--- src/rtl/pc_sequencer.sv ---
// -----------------------------------------------------------------------------
// pc_sequencer
//   Program-counter stage feeding fetch. Each cycle it presents the address of
//   the next instruction word. It supports sequential increment, absolute and
//   conditional jumps, subroutine call/return through a small hardware return
//   stack, and a RUN / HALT / ERROR state machine.
//
// Ports
//   clk_pc_i     clock, all state updates on the rising edge
//   reset_i      synchronous active-high reset, overrides every other input
//   step_i       advance enable; when low, RUN state holds and strobes are dropped
//   jmp_i        unconditional jump to jmp_addr_i
//   jmp_c_i      conditional jump to jmp_addr_i, taken when cond_i is high
//   cond_i       condition flag from the ALU
//   call_i       push p_count+1, then jump to jmp_addr_i
//   ret_i        pop the return address into p_count
//   hlt_i        request halt
//   resume_i     leave HALT (ERROR is only left through reset)
//   jmp_addr_i   jump/call target
//   p_count_o    current fetch address (registered)
//   halted_o     high in HALT or ERROR (registered)
//   stk_err_o    sticky stack overflow/underflow flag (registered)
//   sp_o         return-stack occupancy, 0..STK_DEPTH (registered)
// -----------------------------------------------------------------------------
module pc_sequencer #(
    parameter int unsigned          ADDR_W    = 8,
    parameter int unsigned          STK_DEPTH = 4,
    parameter logic [ADDR_W-1:0]    RST_ADDR  = '0
) (
    input  logic                            clk_pc_i,
    input  logic                            reset_i,
    input  logic                            step_i,
    input  logic                            jmp_i,
    input  logic                            jmp_c_i,
    input  logic                            cond_i,
    input  logic                            call_i,
    input  logic                            ret_i,
    input  logic                            hlt_i,
    input  logic                            resume_i,
    input  logic [ADDR_W-1:0]               jmp_addr_i,
    output logic [ADDR_W-1:0]               p_count_o,
    output logic                            halted_o,
    output logic                            stk_err_o,
    output logic [$clog2(STK_DEPTH):0]      sp_o
);

    localparam int unsigned IDX_W = $clog2(STK_DEPTH);
    localparam int unsigned SP_W  = IDX_W + 1;

    typedef enum logic [1:0] {
        ST_RUN   = 2'd0,
        ST_HALT  = 2'd1,
        ST_ERROR = 2'd2
    } state_e;

    state_e                 state_q, state_d;
    logic [ADDR_W-1:0]      pc_q, pc_d;
    logic [SP_W-1:0]        sp_q, sp_d;
    logic                   err_q, err_d;
    logic                   halted_q, halted_d;

    logic [ADDR_W-1:0]      stack_q [STK_DEPTH];

    logic                   push_en;
    logic [IDX_W-1:0]       push_idx;
    logic [ADDR_W-1:0]      push_addr;
    logic [IDX_W-1:0]       top_idx;
    logic [ADDR_W-1:0]      pc_inc;
    logic                   stk_empty;
    logic                   stk_full;

    // Shared address arithmetic and stack status.
    assign pc_inc    = pc_q + ADDR_W'(1);
    assign top_idx   = IDX_W'(sp_q - SP_W'(1));
    assign stk_empty = (sp_q == '0);
    assign stk_full  = (sp_q == SP_W'(STK_DEPTH));

    // State register and output registers.
    always_ff @(posedge clk_pc_i) begin
        if (reset_i) begin
            state_q  <= ST_RUN;
            pc_q     <= RST_ADDR;
            sp_q     <= '0;
            err_q    <= 1'b0;
            halted_q <= 1'b0;
        end else begin
            state_q  <= state_d;
            pc_q     <= pc_d;
            sp_q     <= sp_d;
            err_q    <= err_d;
            halted_q <= halted_d;
        end
    end

    // Return-stack storage; contents are don't-care after reset since sp gates use.
    always_ff @(posedge clk_pc_i) begin
        if (!reset_i && push_en) begin
            stack_q[push_idx] <= push_addr;
        end
    end

    // Next-state logic: one winning action per cycle, highest priority first.
    always_comb begin
        state_d   = state_q;
        pc_d      = pc_q;
        sp_d      = sp_q;
        err_d     = err_q;
        push_en   = 1'b0;
        push_idx  = IDX_W'(sp_q);
        push_addr = pc_inc;

        unique case (state_q)
            ST_RUN: begin
                if (step_i) begin
                    if (hlt_i) begin
                        state_d = ST_HALT;
                    end else if (ret_i) begin
                        if (stk_empty) begin
                            state_d = ST_ERROR;
                            err_d   = 1'b1;
                        end else begin
                            pc_d = stack_q[top_idx];
                            sp_d = sp_q - SP_W'(1);
                        end
                    end else if (call_i) begin
                        if (stk_full) begin
                            state_d = ST_ERROR;
                            err_d   = 1'b1;
                        end else begin
                            push_en = 1'b1;
                            sp_d    = sp_q + SP_W'(1);
                            pc_d    = jmp_addr_i;
                        end
                    end else if (jmp_i || (jmp_c_i && cond_i)) begin
                        pc_d = jmp_addr_i;
                    end else begin
                        pc_d = pc_inc;
                    end
                end
            end
            ST_HALT: begin
                // Resume does not advance; the next step refetches the held address.
                if (resume_i) begin
                    state_d = ST_RUN;
                end
            end
            ST_ERROR: begin
                state_d = ST_ERROR;
            end
            default: begin
                state_d = ST_ERROR;
                err_d   = 1'b1;
            end
        endcase

        halted_d = (state_d != ST_RUN);
    end

    assign p_count_o = pc_q;
    assign halted_o  = halted_q;
    assign stk_err_o = err_q;
    assign sp_o      = sp_q;

endmodule

--- config.mk ---
export PLATFORM = sky130hd
export DESIGN_NAME = pc_sequencer
export DESIGN_NICKNAME = d
export VERILOG_FILES = /design/src/rtl/pc_sequencer.sv
export SDC_FILE = /design/constraint.sdc
export NUM_CORES = 1
export LEC_CHECK = 0
export CAP_MARGIN = 30
export CORE_UTILIZATION = 50
export CTS_BUF_LIST = sky130_fd_sc_hd__clkbuf_8
export CTS_CLUSTER_DIAMETER = 50
export CTS_CLUSTER_SIZE = 8
export DETAILED_ROUTE_END_ITERATION = 8
export PLACE_DENSITY = 0.74
export SLEW_MARGIN = 5
export SYNTH_ARGS = -nofsm -noshare
export SYNTH_HDL_FRONTEND = slang
export SYNTH_SLANG_ARGS = --single-unit
--- constraint.sdc ---
create_clock -name clk_pc_i -period 4.25 [get_ports clk_pc_i]
set_input_delay 0.85 -clock clk_pc_i [delete_from_list [all_inputs] [get_ports clk_pc_i]]
set_output_delay 0.85 -clock clk_pc_i [all_outputs]
set_load 0.01 [all_outputs]
==> metrics.txt <==
WP buf/inv=1; H-tree depth=2; RSZ-0062 raised after global routing=false; Mapped Nets=204; wirelength, routed=4817 um; R2R setup slack=1.77 ns; startpoint type of the worst setup path=input port; Synth Area in XOR/XNOR=3.068%; ANT cells=0; Clock Skews=0.01647 ns; post-CTS sizing=0; vias per inst=5.798; Worst-path clk slew=around 0.090 ns; GRT Total Usage=21.77%; Max VDD drop=0.2458 mV; Iter 0 DRT Violations=99; area leader, netlist=edfxtp_1; top post-synthesis cells by area=edfxtp_1 42%, dfxtp_1 13%, mux4_2 7.9%; detailed-route DRC error count=0; sequential share of the synthesized area=55.23%; CP max stage delay=0.78 ns; die area=a little under 0.005 mm^2; total CTS buffers=5; first-pass GRT wire length=7859 um; Hold Buf Count CTS=0; Adder-Cell Fraction of Synth Area=4.384%; slowest CP cell=clkdlybuf4s50_1; Final nets=235; fin area=0.002738 mm^2; IO Pins=31; TritonCTS clock tree=yes; antenna violations before repair=0; clock latency on the worst-skew pair=0.31 ns; placed cell areas=between 0.002 and 0.003 mm^2; clock buffer depth=2; syn avg cell area=12.83 um^2; post-CTS setup buffers=0; number of global-route vias before repair=approximately 1.6k; routed len/inst=18.39 um; CTS sink count=47; mux cell area share after synthesis=9.753%; final setup fails=0; hold crit path type=flip-flop to flip-flop; largest family of logic cells by synthesized area=simple AND/OR/NAND/NOR gates; FP Rows=24; port bufs=30; max_slew headroom=between 40 and 50%; Area growth syn-to-layout=19.89%; Top delay family on crit path=simple AND/OR/NAND/NOR gates; CTS root buffer=clkbuf_8; Post-synth top flop=edfxtp_1; Initial Utilization=between 50% and 60%; post-synthesis register bit count=47; outcome=complete, no violations; critical path required time=4.20 ns; Die Width=69.58 um; Antenna Nets Post-Route=0; Final Cycle Share=between 60% and 70%; Fillers=338; f_max=0.3774 GHz; Gate Count Post-Synth=about 180; Post-synth EDFFs=32; Core Box Area=between 0.004 and 0.005 mm^2; critical-path cell list=clkdlybuf4s50_1 -> nor3_1 -> and2_1; Mapped Area=around 0.0023 mm^2; Post-synth top cells=32 x edfxtp_1, 15 x dfxtp_1, 13 x nand2_1, 13 x nor2_1, 9 x inv_1; Synth top area share=a little over two fifths; final hold vios=0; Synth warnings=0; Die Ht=69.58 um; CP Class=input port to flip-flop; Setup TNS Final=0 ns; PnR Total Power=approximately 1.0 mW; GRT overflow=0; Crit Path Max Fanout=15; vias=1519; fraction of layout cells with a size suffix above 1=13.81%; DRT Pass-1 Iters=4; CP Data Arrival Time=approximately 2.6 ns; top-count cell post-synth=edfxtp_1; leakage=0.9874 nW; Slew @ Worst Pin=0.8462 ns; share of synthesized registers carrying an async set or reset=0%; PwrDens=375.8 mW/mm^2; HPWL Detailed=3358 um; Worst setup EP type=flip-flop; fin crit period=approximately 2.6 ns; largest net degree at the start of global routing=27; gp weighted congestion=0.8263; Synth Area in Compound Gates=12.05%; Unique masters post-synth=46; final-report max-slew violation count=0; Synth Area in Simple Gates=12.22%; post-layout util=62.44%; Max Cap Viol=0
==> logic make-up after synthesis <==
kind of cell,Yosys count
multiplexers,12
AND/OR/NAND/NOR,53
flip-flops,47
AO/OA/AOI/OAI,33
buffers and inverters,17
adder cells (fa/ha/maj),8
XOR/XNOR,8
==> metal layers <==
metal / global-route usage (%) / routed length [um] / vias up
met5: 0 / 0 / -
met4: 8.163 / 63 / 0
met3: 4.797 / 243 / 6
met2: 36.89 / 2419 / 43
met1: 27.28 / 2090 / 741
li1: - / - / 729
==> power breakdown <==
| part | internal (mW) | total, mW | switching (mW) |
|---|---|---|---|
| clock network | 0.177 | 0.330 | 0.153 |
| logic | 0.0903 | 0.176 | 0.0860 |
| registers | 0.508 | 0.523 | 0.0150 |
| total | 0.775 | 1.03 | 0.254 |
==> sequential cells by signal, indices dropped and copies added (netlist names) <==
signal     flops
stack_q       32
sp_o           3
p_count_o      8
stk_err_o      1
state_q        2
halted_o       1
==> layout by cell type, fill, tap and decap left out, types with 2 or more instances in the layout <==
| cell type | n |
|---|---|
| nand3_1 | 2 |
| o311ai_0 | 3 |
| clkdlybuf4s50_1 | 30 |
| mux2i_1 | 2 |
| nand3b_1 | 2 |
| mux4_2 | 8 |
| o211ai_1 | 4 |
| edfxtp_1 | 32 |
| nand2_1 | 13 |
| mux2_2 | 2 |
| and2_1 | 4 |
| and4_2 | 3 |
| a21oi_1 | 5 |
| nor2_1 | 13 |
| clkbuf_8 | 5 |
| xnor2_1 | 5 |
| o21ai_0 | 2 |
| xor2_1 | 3 |
| dfxtp_1 | 15 |
| o211a_1 | 4 |
| nand2b_1 | 5 |
| a31oi_1 | 3 |
| and3_1 | 2 |
| ha_1 | 8 |
| buf_4 | 2 |
| inv_1 | 9 |
| nor3_1 | 3 |
==> through the flow <==
stage          cells  worst slack [ns]  hold WS (ns)
2_1_floorplan    178             2.065        0.5222
6_report         262             1.600        0.5034
5_1_grt          262             1.527        0.5459
3_3_place_gp     254             1.421        0.4733
4_1_cts          262             1.650        0.5013
3_5_place_dp     254             1.320        0.4743
==> area by class of cell <==
class | instances | area [um^2] | share of cell area (%)
Clock buffer | 5 | 68.82 | 2.514
Inverter | 9 | 33.78 | 1.234
Clock inverter | 3 | 46.29 | 1.691
Timing Repair Buffer | 32 | 315.3 | 11.52
Tap cell | 52 | 65.06 | 2.377
Sequential cell | 47 | 1261 | 46.07
Multi-Input combinational cell | 114 | 947.2 | 34.60
==> path summary, 6_finish.rpt <==
kind,startpoint,to,cells after the start
setup / recovery,reset_i,stack_q[1][3],3
hold / removal,stk_err_o,stk_err_o,1
setup reg to reg,sp_o[0],stack_q[1][3],7
hold reg to reg,stk_err_o,stk_err_o,1
(Power assumes the default switching activity.)
